### src/rtl/noc_pkg.sv
// Shared NoC router parameters, port indices and arbiter state encoding.
// Imported by the output-port arbiter and its round-robin picker.
package noc_pkg;

    localparam int NUM_REQ      = 5;
    localparam int BUFFER_DEPTH = 4;
    localparam int CREDIT_W     = $clog2(BUFFER_DEPTH + 1);
    localparam int PTR_W        = $clog2(NUM_REQ);

    localparam int PORT_N = 0;
    localparam int PORT_E = 1;
    localparam int PORT_S = 2;
    localparam int PORT_W = 3;
    localparam int PORT_L = 4;

    typedef enum logic {
        IDLE  = 1'b0,
        GRANT = 1'b1
    } arb_state_t;

endpackage

### src/rtl/rr_picker.sv
// Combinational round-robin picker: first request at or after ptr,
// wrapping modulo NUM_REQ.
module rr_picker
    import noc_pkg::*;
(
    input  logic [NUM_REQ-1:0] req_vec,
    input  logic [PTR_W-1:0]   ptr,
    output logic [NUM_REQ-1:0] onehot,
    output logic [PTR_W-1:0]   idx,
    output logic               valid
);

    localparam logic [PTR_W:0] NREQ = (PTR_W + 1)'(NUM_REQ);

    always_comb begin
        logic [PTR_W:0] cand;
        onehot = '0;
        idx    = '0;
        valid  = 1'b0;
        cand   = '0;
        for (int i = 0; i < NUM_REQ; i++) begin
            cand = {1'b0, ptr} + (PTR_W + 1)'(i);
            if (cand >= NREQ) cand = cand - NREQ;
            if (!valid && req_vec[cand[PTR_W-1:0]]) begin
                valid = 1'b1;
                idx   = cand[PTR_W-1:0];
            end
        end
        if (valid) onehot[idx] = 1'b1;
    end

endmodule

### src/rtl/credit_arbiter.sv
// NoC output-port arbiter: round-robin packet-locked grant with
// downstream credit tracking gating one flit per cycle.
module credit_arbiter
    import noc_pkg::*;
(
    input  logic                clk,
    input  logic                reset_n,
    input  logic                credit_in,
    input  logic [NUM_REQ-1:0]  req_vec,
    input  logic                tail_in,
    output logic [NUM_REQ-1:0]  grant_vec,
    output logic                xfer_en,
    output logic [CREDIT_W-1:0] credit_count
);

    localparam logic [CREDIT_W-1:0] FULL = CREDIT_W'(BUFFER_DEPTH);
    localparam logic [PTR_W-1:0]    LAST = PTR_W'(NUM_REQ - 1);

    arb_state_t          state_q, state_d;
    logic [NUM_REQ-1:0]  grant_q, grant_d;
    logic [PTR_W-1:0]    ptr_q, ptr_d;
    logic [PTR_W-1:0]    idx_q, idx_d;
    logic [CREDIT_W-1:0] credit_q, credit_d;

    logic [NUM_REQ-1:0]  pick_onehot;
    logic [PTR_W-1:0]    pick_idx;
    logic                pick_valid;

    rr_picker u_picker (
        .req_vec (req_vec),
        .ptr     (ptr_q),
        .onehot  (pick_onehot),
        .idx     (pick_idx),
        .valid   (pick_valid)
    );

    assign xfer_en      = (state_q == GRANT) && (credit_q != '0);
    assign grant_vec    = grant_q;
    assign credit_count = credit_q;

    always_comb begin
        state_d = state_q;
        grant_d = grant_q;
        ptr_d   = ptr_q;
        idx_d   = idx_q;
        unique case (state_q)
            IDLE: begin
                grant_d = '0;
                if (pick_valid) begin
                    grant_d = pick_onehot;
                    idx_d   = pick_idx;
                    state_d = GRANT;
                end
            end
            GRANT: begin
                // req_vec is ignored here so the packet keeps its lock
                if (xfer_en && tail_in) begin
                    grant_d = '0;
                    ptr_d   = (idx_q == LAST) ? '0 : idx_q + 1'b1;
                    state_d = IDLE;
                end
            end
            default: begin
                state_d = IDLE;
                grant_d = '0;
            end
        endcase
    end

    always_comb begin
        credit_d = credit_q;
        if (xfer_en && !credit_in) begin
            credit_d = credit_q - 1'b1;
        end else if (!xfer_en && credit_in && credit_q != FULL) begin
            credit_d = credit_q + 1'b1;
        end
    end

    always_ff @(posedge clk or negedge reset_n) begin
        if (!reset_n) begin
            state_q  <= IDLE;
            grant_q  <= '0;
            ptr_q    <= '0;
            idx_q    <= '0;
            credit_q <= FULL;
        end else begin
            state_q  <= state_d;
            grant_q  <= grant_d;
            ptr_q    <= ptr_d;
            idx_q    <= idx_d;
            credit_q <= credit_d;
        end
    end

endmodule

### config.mk
export PLATFORM = sky130hd
export DESIGN_NAME = credit_arbiter
export DESIGN_NICKNAME = d
export VERILOG_FILES = /design/src/rtl/noc_pkg.sv /design/src/rtl/rr_picker.sv /design/src/rtl/credit_arbiter.sv
export SDC_FILE = /design/constraint.sdc
export NUM_CORES = 1
export LEC_CHECK = 0
export CAP_MARGIN = 5
export CORE_ASPECT_RATIO = 0.8
export CORE_MARGIN = 10
export CORE_UTILIZATION = 50
export CTS_CLUSTER_SIZE = 10
export DETAILED_ROUTE_END_ITERATION = 10
export GPL_TIMING_DRIVEN = 0
export HOLD_SLACK_MARGIN = 0.08
export PLACE_DENSITY = 0.71
export SETUP_SLACK_MARGIN = 0.02
export SLEW_MARGIN = 40
export SYNTH_ARGS = -nofsm -noshare
export SYNTH_HDL_FRONTEND = slang
export SYNTH_SLANG_ARGS = --single-unit
### constraint.sdc
create_clock -name clk -period 7.4 [get_ports clk]
set_input_delay 1.48 -clock clk [delete_from_list [all_inputs] [get_ports clk]]
set_output_delay 1.48 -clock clk [all_outputs]
set_load 0.05 [all_outputs]
# Word-level counts from Yosys, hierarchy flattened
# Index checks and enable logic that the tools add are counted.
[word_totals] regBits=15 inputBits=9 output_inout_bits=9 wordCells=89
[classes] n_reduce_logical=20 addsub=12 n_eq_ne=3 bitwise_logic=1 order_cmp=12 muxes=36
[op_table] op="3-bit 2-to-1 mux" n=13
[op_table] op="3-bit by 4-bit less-than comparator with 1-bit output (second input constant)" n=6
[op_table] op="4-bit by 3-bit greater-or-equal comparator with 1-bit output (second input constant)" n=4
[op_table] op="1-bit binary-select mux with 3-bit select" n=5
[op_table] op="3-bit subtractor (second input constant)" n=5
[op_table] op="1-bit 2-to-1 mux" n=13
[op_table] op="1-bit logical AND" n=10
[op_table] op="5-bit 2-to-1 mux" n=2
[op_table] op="5-bit one-hot mux with 2 select lines" n=1
[op_table] op="3-bit by 2-bit adder with 4-bit output (second input constant)" n=2
[op_table] op="3-bit by 1-bit adder with 3-bit output (second input constant)" n=2
[op_table] op="1-bit zero test" n=6
[op_table] op="3-bit by 1-bit adder with 4-bit output (second input constant)" n=1
[op_table] op="3-bit by 3-bit adder with 4-bit output (second input constant)" n=1
[op_table] op="2-bit AND reduction" n=2
[op_table] op="1-bit demux with 3-bit select" n=1
[op_table] op="3-bit == test (second input constant)" n=1
[op_table] op="3-bit by 1-bit greater-or-equal comparator with 1-bit output (second input constant)" n=1
[op_table] op="3-bit greater-or-equal comparator (second input constant)" n=1
[op_table] op="3-bit inequality test (second input constant)" n=1
[op_table] op="3-bit nonzero test" n=1
[op_table] op="3-bit by 1-bit subtractor with 3-bit output (second input constant)" n=1
[op_table] op="2-bit by 1-bit inequality test with 1-bit output (second input constant)" n=1
[op_table] op="1-bit one-hot mux with 2 select lines" n=1
[op_table] op="2 further kinds" n=2

# Longest topological paths before layout
# Gate-level depths: netlist of the first run.
[depth] depth_word=23 mapped_depth=15 ltp_nobuf=12

# Modules after synthesis
# A second synthesis of the first run with hierarchy kept.
[hier_totals] hier_cells=220 area_unflattened_um2=1961.9
[by_module_without_submodules] module="rr_picker" seq_area_each_um2=0.0 instances=1 area_per_inst_um2=1131.1 cells_each=143
[by_module_without_submodules] module="credit_arbiter" seq_area_each_um2=376.6 instances=1 area_per_inst_um2=830.8 cells_each=77

# Least setup slack after synthesis of the first run
# No wires, ideal clock.
[synth_path] path_kind="input-to-reg" start="input port req_vec[3]" end="register grant_q[3] (netlist: grant_vec[3])" slack_ns=3.219 t_arrival_ns=4.060 required_time_ns=7.278 n_path_buf=1 stages=9 setup_ns=0.122 path_cell_list="buf_2 > mux2_2 > mux4_2 > nor2b_4 > a211o_1 > or3_4 > or4_4 > a22o_1 > a32o_1"
[synth_via] elab_chain_len=21 elab_cells_between_ends=35 classes_between="order compare (2); mux (24); reduce/logical (9)"
[synth_lines] item="from (decl)" line="credit_arbiter.sv:9" text="input logic [NUM_REQ-1:0] req_vec,"
[synth_lines] item="1-bit binary-select mux with 3-bit select" line="rr_picker.sv:24" text="if (!valid && req_vec[cand[PTR_W-1:0]]) begin"
[synth_lines] item="1-bit 2-to-1 mux (not written as such)" line="rr_picker.sv:24"
[synth_lines] item="1-bit 2-to-1 mux" line="rr_picker.sv:24"
[synth_lines] item="1-bit zero test" line="rr_picker.sv:24"
[synth_lines] item="1-bit logical AND" line="rr_picker.sv:24"
[synth_lines] item="1-bit 2-to-1 mux" line="rr_picker.sv:24"
[synth_lines] item="1-bit zero test" line="rr_picker.sv:24"
[synth_lines] item="1-bit logical AND" line="rr_picker.sv:24"
[synth_lines] item="(+5 left out)"
[synth_lines] item="1-bit logical AND" line="rr_picker.sv:24"
[synth_lines] item="3-bit 2-to-1 mux" line="rr_picker.sv:24"
[synth_lines] item="3-bit by 4-bit less-than comparator with 1-bit output (not written as such) / 3-bit by 1-bit greater-or-equal comparator with 1-bit output (equally long branches)" line="rr_picker.sv:29" text="if (valid) onehot[idx] = 1'b1;"
[synth_lines] item="1-bit logical AND (not written as such)" line="rr_picker.sv:29"
[synth_lines] item="1-bit 2-to-1 mux (not written as such)" line="rr_picker.sv:29"
[synth_lines] item="1-bit demux with 3-bit select"
[synth_lines] item="5-bit 2-to-1 mux (*)" line="credit_arbiter.sv:49" text="if (pick_valid) begin"
[synth_lines] item="5-bit one-hot mux with 2 select lines (*)" line="credit_arbiter.sv:46" text="unique case (state_q)"
[synth_lines] item="to (signal assigned)" line="credit_arbiter.sv:88" text="grant_q <= grant_d;"
[synth_lines] item="to (decl)" line="credit_arbiter.sv:20" text="logic [NUM_REQ-1:0] grant_q, grant_d;"
# Mark *: on every way between the ends. The rest lies on a longest branch, timed or not. The select of a mux whose other input is x is not followed.
# A chain may end at the register's enable or synchronous reset.

# Final worst setup path of the first run
[layout_path] start="input port req_vec[2]" end="register grant_q[3] (netlist: grant_vec[3])"
# The elaborated chain is that of the path after synthesis.

==> out/metrics.yaml, run 1 <==
worst_hold_path:
  min_from: "grant_vec[3]"
  hold_depth: 1
  worstHoldPathType: "flop to flop"
synthesis:
  synth_flop_cell: "dfrtp_1"
  yosys_register_bits: 15
  ys_types: 61
  syn_inst: 243
  syn_area_mm2: 0.001906
  synth_nets: 264
  seq_area_frac_synth_pct: 19.76
  yosysTopAreaCellShare_pct: 18.38
  yosysTopAreaCell: "dfrtp_1"
  async_flop_share_pct: 100.0
  syn_area_per_cell_um2: 7.842
  synth_area_leaders: "dfrtp_1 18%, ha_1 6.6%, o21ai_0 4.5%"
  synth_warnings: 0
  synth-edff-count: 0
placed_design:
  io_buffers: 16
  place_hpwl_um: 4066
  finalWeightedCongestion: 0.9213
critical_path:
  worstSetupStartpointType: "input port"
  cp-startpoint: "req_vec[2]"
  critPathKind: "input port to flop"
  reg2reg_from: "ptr_q[0]"
  cp-end-kind: "flop"
  reg2reg_depth: 15
  critical_path_required_ps: 7530
  worstPathMaxFanout: 8
  worstPathArrival_ps: 4730
route:
  post_drt_wl_per_cell_um: 17.01
  drt_iter0_markers: 169
  drtAntennaViolNets: 0
  vias: 1946
  firstDrtPassIters: 5
  drc: 0
  via_per_inst: 6.359
  routed_wl_um: 5204
floorplanning:
  num_rows: 19
  die_width_um: 89.02
  coreArea_mm2: 0.003542
  die_y_um: 75.22
  die_area_mm2: 0.006696
  pin_count: 18
  start_util_pct: 53.80
run_status:
  status: "completed"
layout:
  final_cell_mix: "21 x nand2_1, 17 x o21ai_0, 16 x a21oi_1, 16 x clkdlybuf4s50_1, 15 x inv_1"
  drive_gt1_share_pct: 8.712
  nets: 286
  final_common_cell: "nand2_1"
  syn_to_final_growth_pct: 13.79
  diodes: 0
  nFillCells: 320
sta:
  max_freq_mhz: 217.6
  finalClockSkew_ps: 5.060
  worst_pin_slew_ps: 800.4
  finalSetupViolCount: 0
  hold_viol_final: 0
  drv_slew: 0
  rsz0062_at_grt: "false"
  maxSlewHeadroom_pct: 46.15
  hold_ws_ps: 492.6
  fin_crit_sh_pct: 62.10
  layout_min_cycle_time_ps: 4595
  finalSetupTns_ps: 0
grt:
  track_usage_pct: 15.47
  grt_max_degree: 16
  grt_overflow: 0
  grt_pass1_vias: 1588
  grt_antenna_before_repair: 0
  grt_pass1_wl_um: 8328
job:
  drv_cap: 0
clocking:
  tritoncts: "built"
  cts_resized: 0
  cts_buffer_depth: 2
  cts_buffers: 3
  htree_levels: 1
  clk_pin_slew_ps: 60
  post_cts.repair.setup_buffers: 0
  clock-root-buffer: "clkbuf_8"
  clock-sinks: 15
  insertion_delay_ps: 250
  ctsHoldBuffers: 0
[flip-flops by register name, indices dropped and copies added, names as in the netlist]
register / cells
credit_count: 3
ptr_q: 3
idx_q: 3
grant_vec: 5
state_q: 1
[worst max-delay path, stage by stage]
cell             delay, ps
clkdlybuf4s50_1        580
mux2_1                 380
mux4_2                 470
nor2b_4                160
a211o_1                310
or3_4                  360
or4_4                  500
a22o_1                 240
a32o_1                 240
[cell usage after synthesis (all sizes together), types with 3 or more instances]
library cell	n
nand2	21
o21ai	18
a21oi	16
inv	15
dfrtp	14
nor2	11
clkbuf	10
ha	10
nand3	9
nor2b	9
a211oi	7
nor3	7
mux2	6
nand2b	6
a21o	5
a22o	4
a22oi	4
and3	4
buf	4
mux2i	4
o221ai	4
xnor2	4
a221oi	3
a32o	3
and2	3
or2	3
[through the flow]
stage / std cells / area, µm² / setup WS (ps) / util [%]
after floorplan: 243 / 1906 / 3219 / -
after global placement: 301 / 2118 / 2623 / 59.80
after detailed placement: 301 / 2118 / 2608 / 59.80
after CTS: 305 / 2163 / 2865 / 61.07
after global routing: 306 / 2168 / 2769 / 61.22
final: 306 / 2168 / 2805 / 61.22
[kinds of logic after synthesis]
logic type | count (synthesis) | share of synthesized area, %
muxes | 12 | 8.207
and+or+nand+nor | 85 | 24.10
buffers and inverters | 30 | 6.500
adders and majority gates | 12 | 8.667
xor gates and xnor gates | 4 | 1.838
DFF | 15 | 19.76
AOI/OAI and AO/OA | 85 | 30.93
[cell type report]
type | count | area [µm²] | share of cell area, %
buffer | 14 | 63.81 | 2.943
clock buffer | 4 | 45.04 | 2.077
inverter | 16 | 60.06 | 2.770
multi-input combinational | 198 | 1405 | 64.80
sequential | 15 | 376.6 | 17.37
tap | 42 | 52.55 | 2.424
timing repair buffer | 17 | 165.2 | 7.617
[per-layer routing]
metal | routed length, µm | vias to the layer above | global-route usage (%)
li1 | - | 958 | -
met1 | 2664 | 896 | 24.69
met2 | 2007 | 90 | 19.45
met3 | 527 | 2 | 5.286
met4 | 4 | 0 | 1.232
met5 | 0 | - | 0
[final timing paths]
path	to	slack, ps
worst max-delay path	grant_vec[3]	2800
worst min-delay path	grant_vec[3]	490
worst max register to register	grant_vec[0]	3160
worst min register to register	grant_vec[3]	490
max in group asynchronous	grant_vec[0]	5320
min in group asynchronous	credit_count[1]	1640
Power of run 1 is not shown: default switching activity piles up to over one toggle a cycle in this logic, so the estimate is an artifact.
==> run 2, diff against run 1 <==
Settings changed: PLACE_DENSITY 0.71 to 0.74.
Clock period 7.4 ns to 4.2 ns, I/O delays scaled along.
==> run 2 against run 1 <==
Against the previous run: count of clock-buffer cells in the layout fell by 1; non-clock buffer count rose by 2; first-iteration DRC count rose by 43%; cell area rose by 2.5%; hold slack barely moved; critical path depth rose by 2; critical endpoint unchanged; highest routed layer unchanged.
==> out/metrics.yaml, run 2 (synthesis gave the netlist of run 1 again) <==
worst_hold_path:
  hold_depth: 2  # +1
  worstHoldPathType: "flop to flop"
run_status:
  status: "completed"
layout:
  final_cell_mix: "21 x nand2_1, 17 x o21ai_0, 16 x a21oi_1, 16 x clkdlybuf4s50_1, 14 x inv_1"
  final_common_cell: "nand2_1"
  nets: 288  # +0.70%
  largest_reg_flops: 5  # unchanged
  drive_gt1_share_pct: 12.41  # +3.7 points
  final_cell_area_mm2: 0.002222  # +2.5%
  nFillCells: 325  # +1.6%
  layout.cells.non_filler: 308  # +0.65%
  syn_to_final_growth_pct: 16.61
  diodes: 0  # unchanged
placed_design:
  placed_area_mm2: 0.002118  # unchanged
  finalWeightedCongestion: 0.9419  # +2.2%
  placed_cells: 301  # unchanged
  io_buffers: 16  # unchanged
  place_hpwl_um: 4192  # +3.1%
grt:
  track_usage_pct: 15.84  # +0.37 points
  grt_antenna_before_repair: 0  # unchanged
  grt_overflow: 0  # unchanged
  grt_pass1_vias: 1659  # +4.5%
  grt_pass1_wl_um: 8459  # +1.6%
  grt_max_degree: 16  # unchanged
route:
  post_drt_wl_per_cell_um: 17.58  # +3.4%
  drtAntennaViolNets: 0  # unchanged
  vias: 1991  # +2.3%
  drc: 0  # unchanged
  firstDrtPassIters: 6  # +1
  routed_wl_um: 5416  # +4.1%
  via_per_inst: 6.464  # +1.6%
  drt_iter0_markers: 241  # +43%
floorplanning:
  pin_count: 18  # unchanged
  start_util_pct: 53.80  # unchanged
  coreArea_mm2: 0.003542  # unchanged
  die_area_mm2: 0.006696  # unchanged
  num_rows: 19  # unchanged
  die_y_um: 75.22  # unchanged
  die_width_um: 89.02  # unchanged
sta:
  worst_pin_slew_ps: 761.3  # -39.10 ps
  drv_slew: 0  # unchanged
  finalSetupViolCount: 0  # unchanged
  finalClockSkew_ps: 4.532  # -0.5282 ps
  fin_crit_sh_pct: 95.38
  maxSlewHeadroom_pct: 48.78  # +2.6 points
  layout_min_cycle_time_ps: 4006
  hold_viol_final: 0  # unchanged
  max_freq_mhz: 249.6
  rsz0062_at_grt: "false"
critical_path:
  worstPathArrival_ps: 4150  # -580 ps
  worstSetupStartpointType: "flop"
  critPathKind: "flop to flop"
  worstPathMaxFanout: 8  # unchanged
  reg2reg_depth: 11  # -4
  critical_path_required_ps: 4340  # -3190 ps
  cp-end-kind: "flop"
clocking:
  cts_buffers: 3  # unchanged
  clock-sinks: 15  # unchanged
  htree_levels: 1  # unchanged
  clock-root-buffer: "clkbuf_8"
  clk_pin_slew_ps: 60  # about the same
  insertion_delay_ps: 250  # about the same
  cts_buffer_depth: 2  # unchanged
  tritoncts: "built"
job:
  drv_cap: 0  # unchanged
## run 2: area by class of cell
| type | count | area, µm² | share of cell area (%) |
|---|---|---|---|
| Clock buffer | 3 | 41.29 | 1.858 |
| Multi-Input combinational cell | 198 | 1430 | 64.36 |
| Timing Repair Buffer | 20 | 190.2 | 8.559 |
| Tap cell | 42 | 52.55 | 2.365 |
| Clock inverter | 1 | 5.005 | 0.2252 |
| Buffer | 13 | 61.31 | 2.759 |
| Inverter | 16 | 63.81 | 2.872 |
| Sequential cell | 15 | 377.9 | 17.00 |
## run 2: critical path, cell delays in order (launching register included)
cell and delay [ps]:
dfrtp_1 390, buf_2 280, clkinvlp_4 180, ha_2 400
mux2_2 360, mux4_2 450, nor2b_4 160, a211o_1 320
or3_4 360, or4_4 510, a22o_1 240, a32o_1 250
## run 2: path summary, 6_finish.rpt
kind / slack (ps) / from / endpoint
worst min-delay path: 490 / grant_vec[4] / grant_vec[4]
worst max-delay path: 190 / ptr_q[0] / grant_vec[3]
worst max register to register: 190 / ptr_q[0] / grant_vec[3]
max in group asynchronous: 2740 / reset_n / ptr_q[1]
min in group asynchronous: 1000 / reset_n / grant_vec[3]
worst min register to register: 490 / grant_vec[4] / grant_vec[4]
## run 2: stage by stage
| stage | TNS, ps | hold slack (ps) | utilization (%) | setup WS, ps |
|---|---|---|---|---|
| final | 0 | 492.9 | 62.73 | 194.1 |
| after global routing | 0 | 531.8 | 62.73 | 18.90 |
| after CTS | 0 | 505.2 | 61.50 | 93.35 |
| after detailed placement | -766.4 | 491.1 | 59.80 | -249.6 |
| after global placement | -491.7 | 477.7 | 59.80 | -190.1 |
| after floorplan | 0 | 472.1 | - | 274.1 |
## run 2: timing repair
item                       in CTS  in global routing
buffers inserted                0                  4
hold buffers                    0                  0
gates resized for setup         2                  6
setup endpoints to repair       5                  7
pin swaps                       0                  1
## run 2: per-layer routing
layer	vias to the layer above	share of wire [%]	track usage [%]
li1	958	-	-
met1	909	49	24.01
met2	112	39	21.80
met3	12	10	4.423
met4	0	0.98	2.289
met5	-	0	0
Power of run 2 is left out for the same reason.
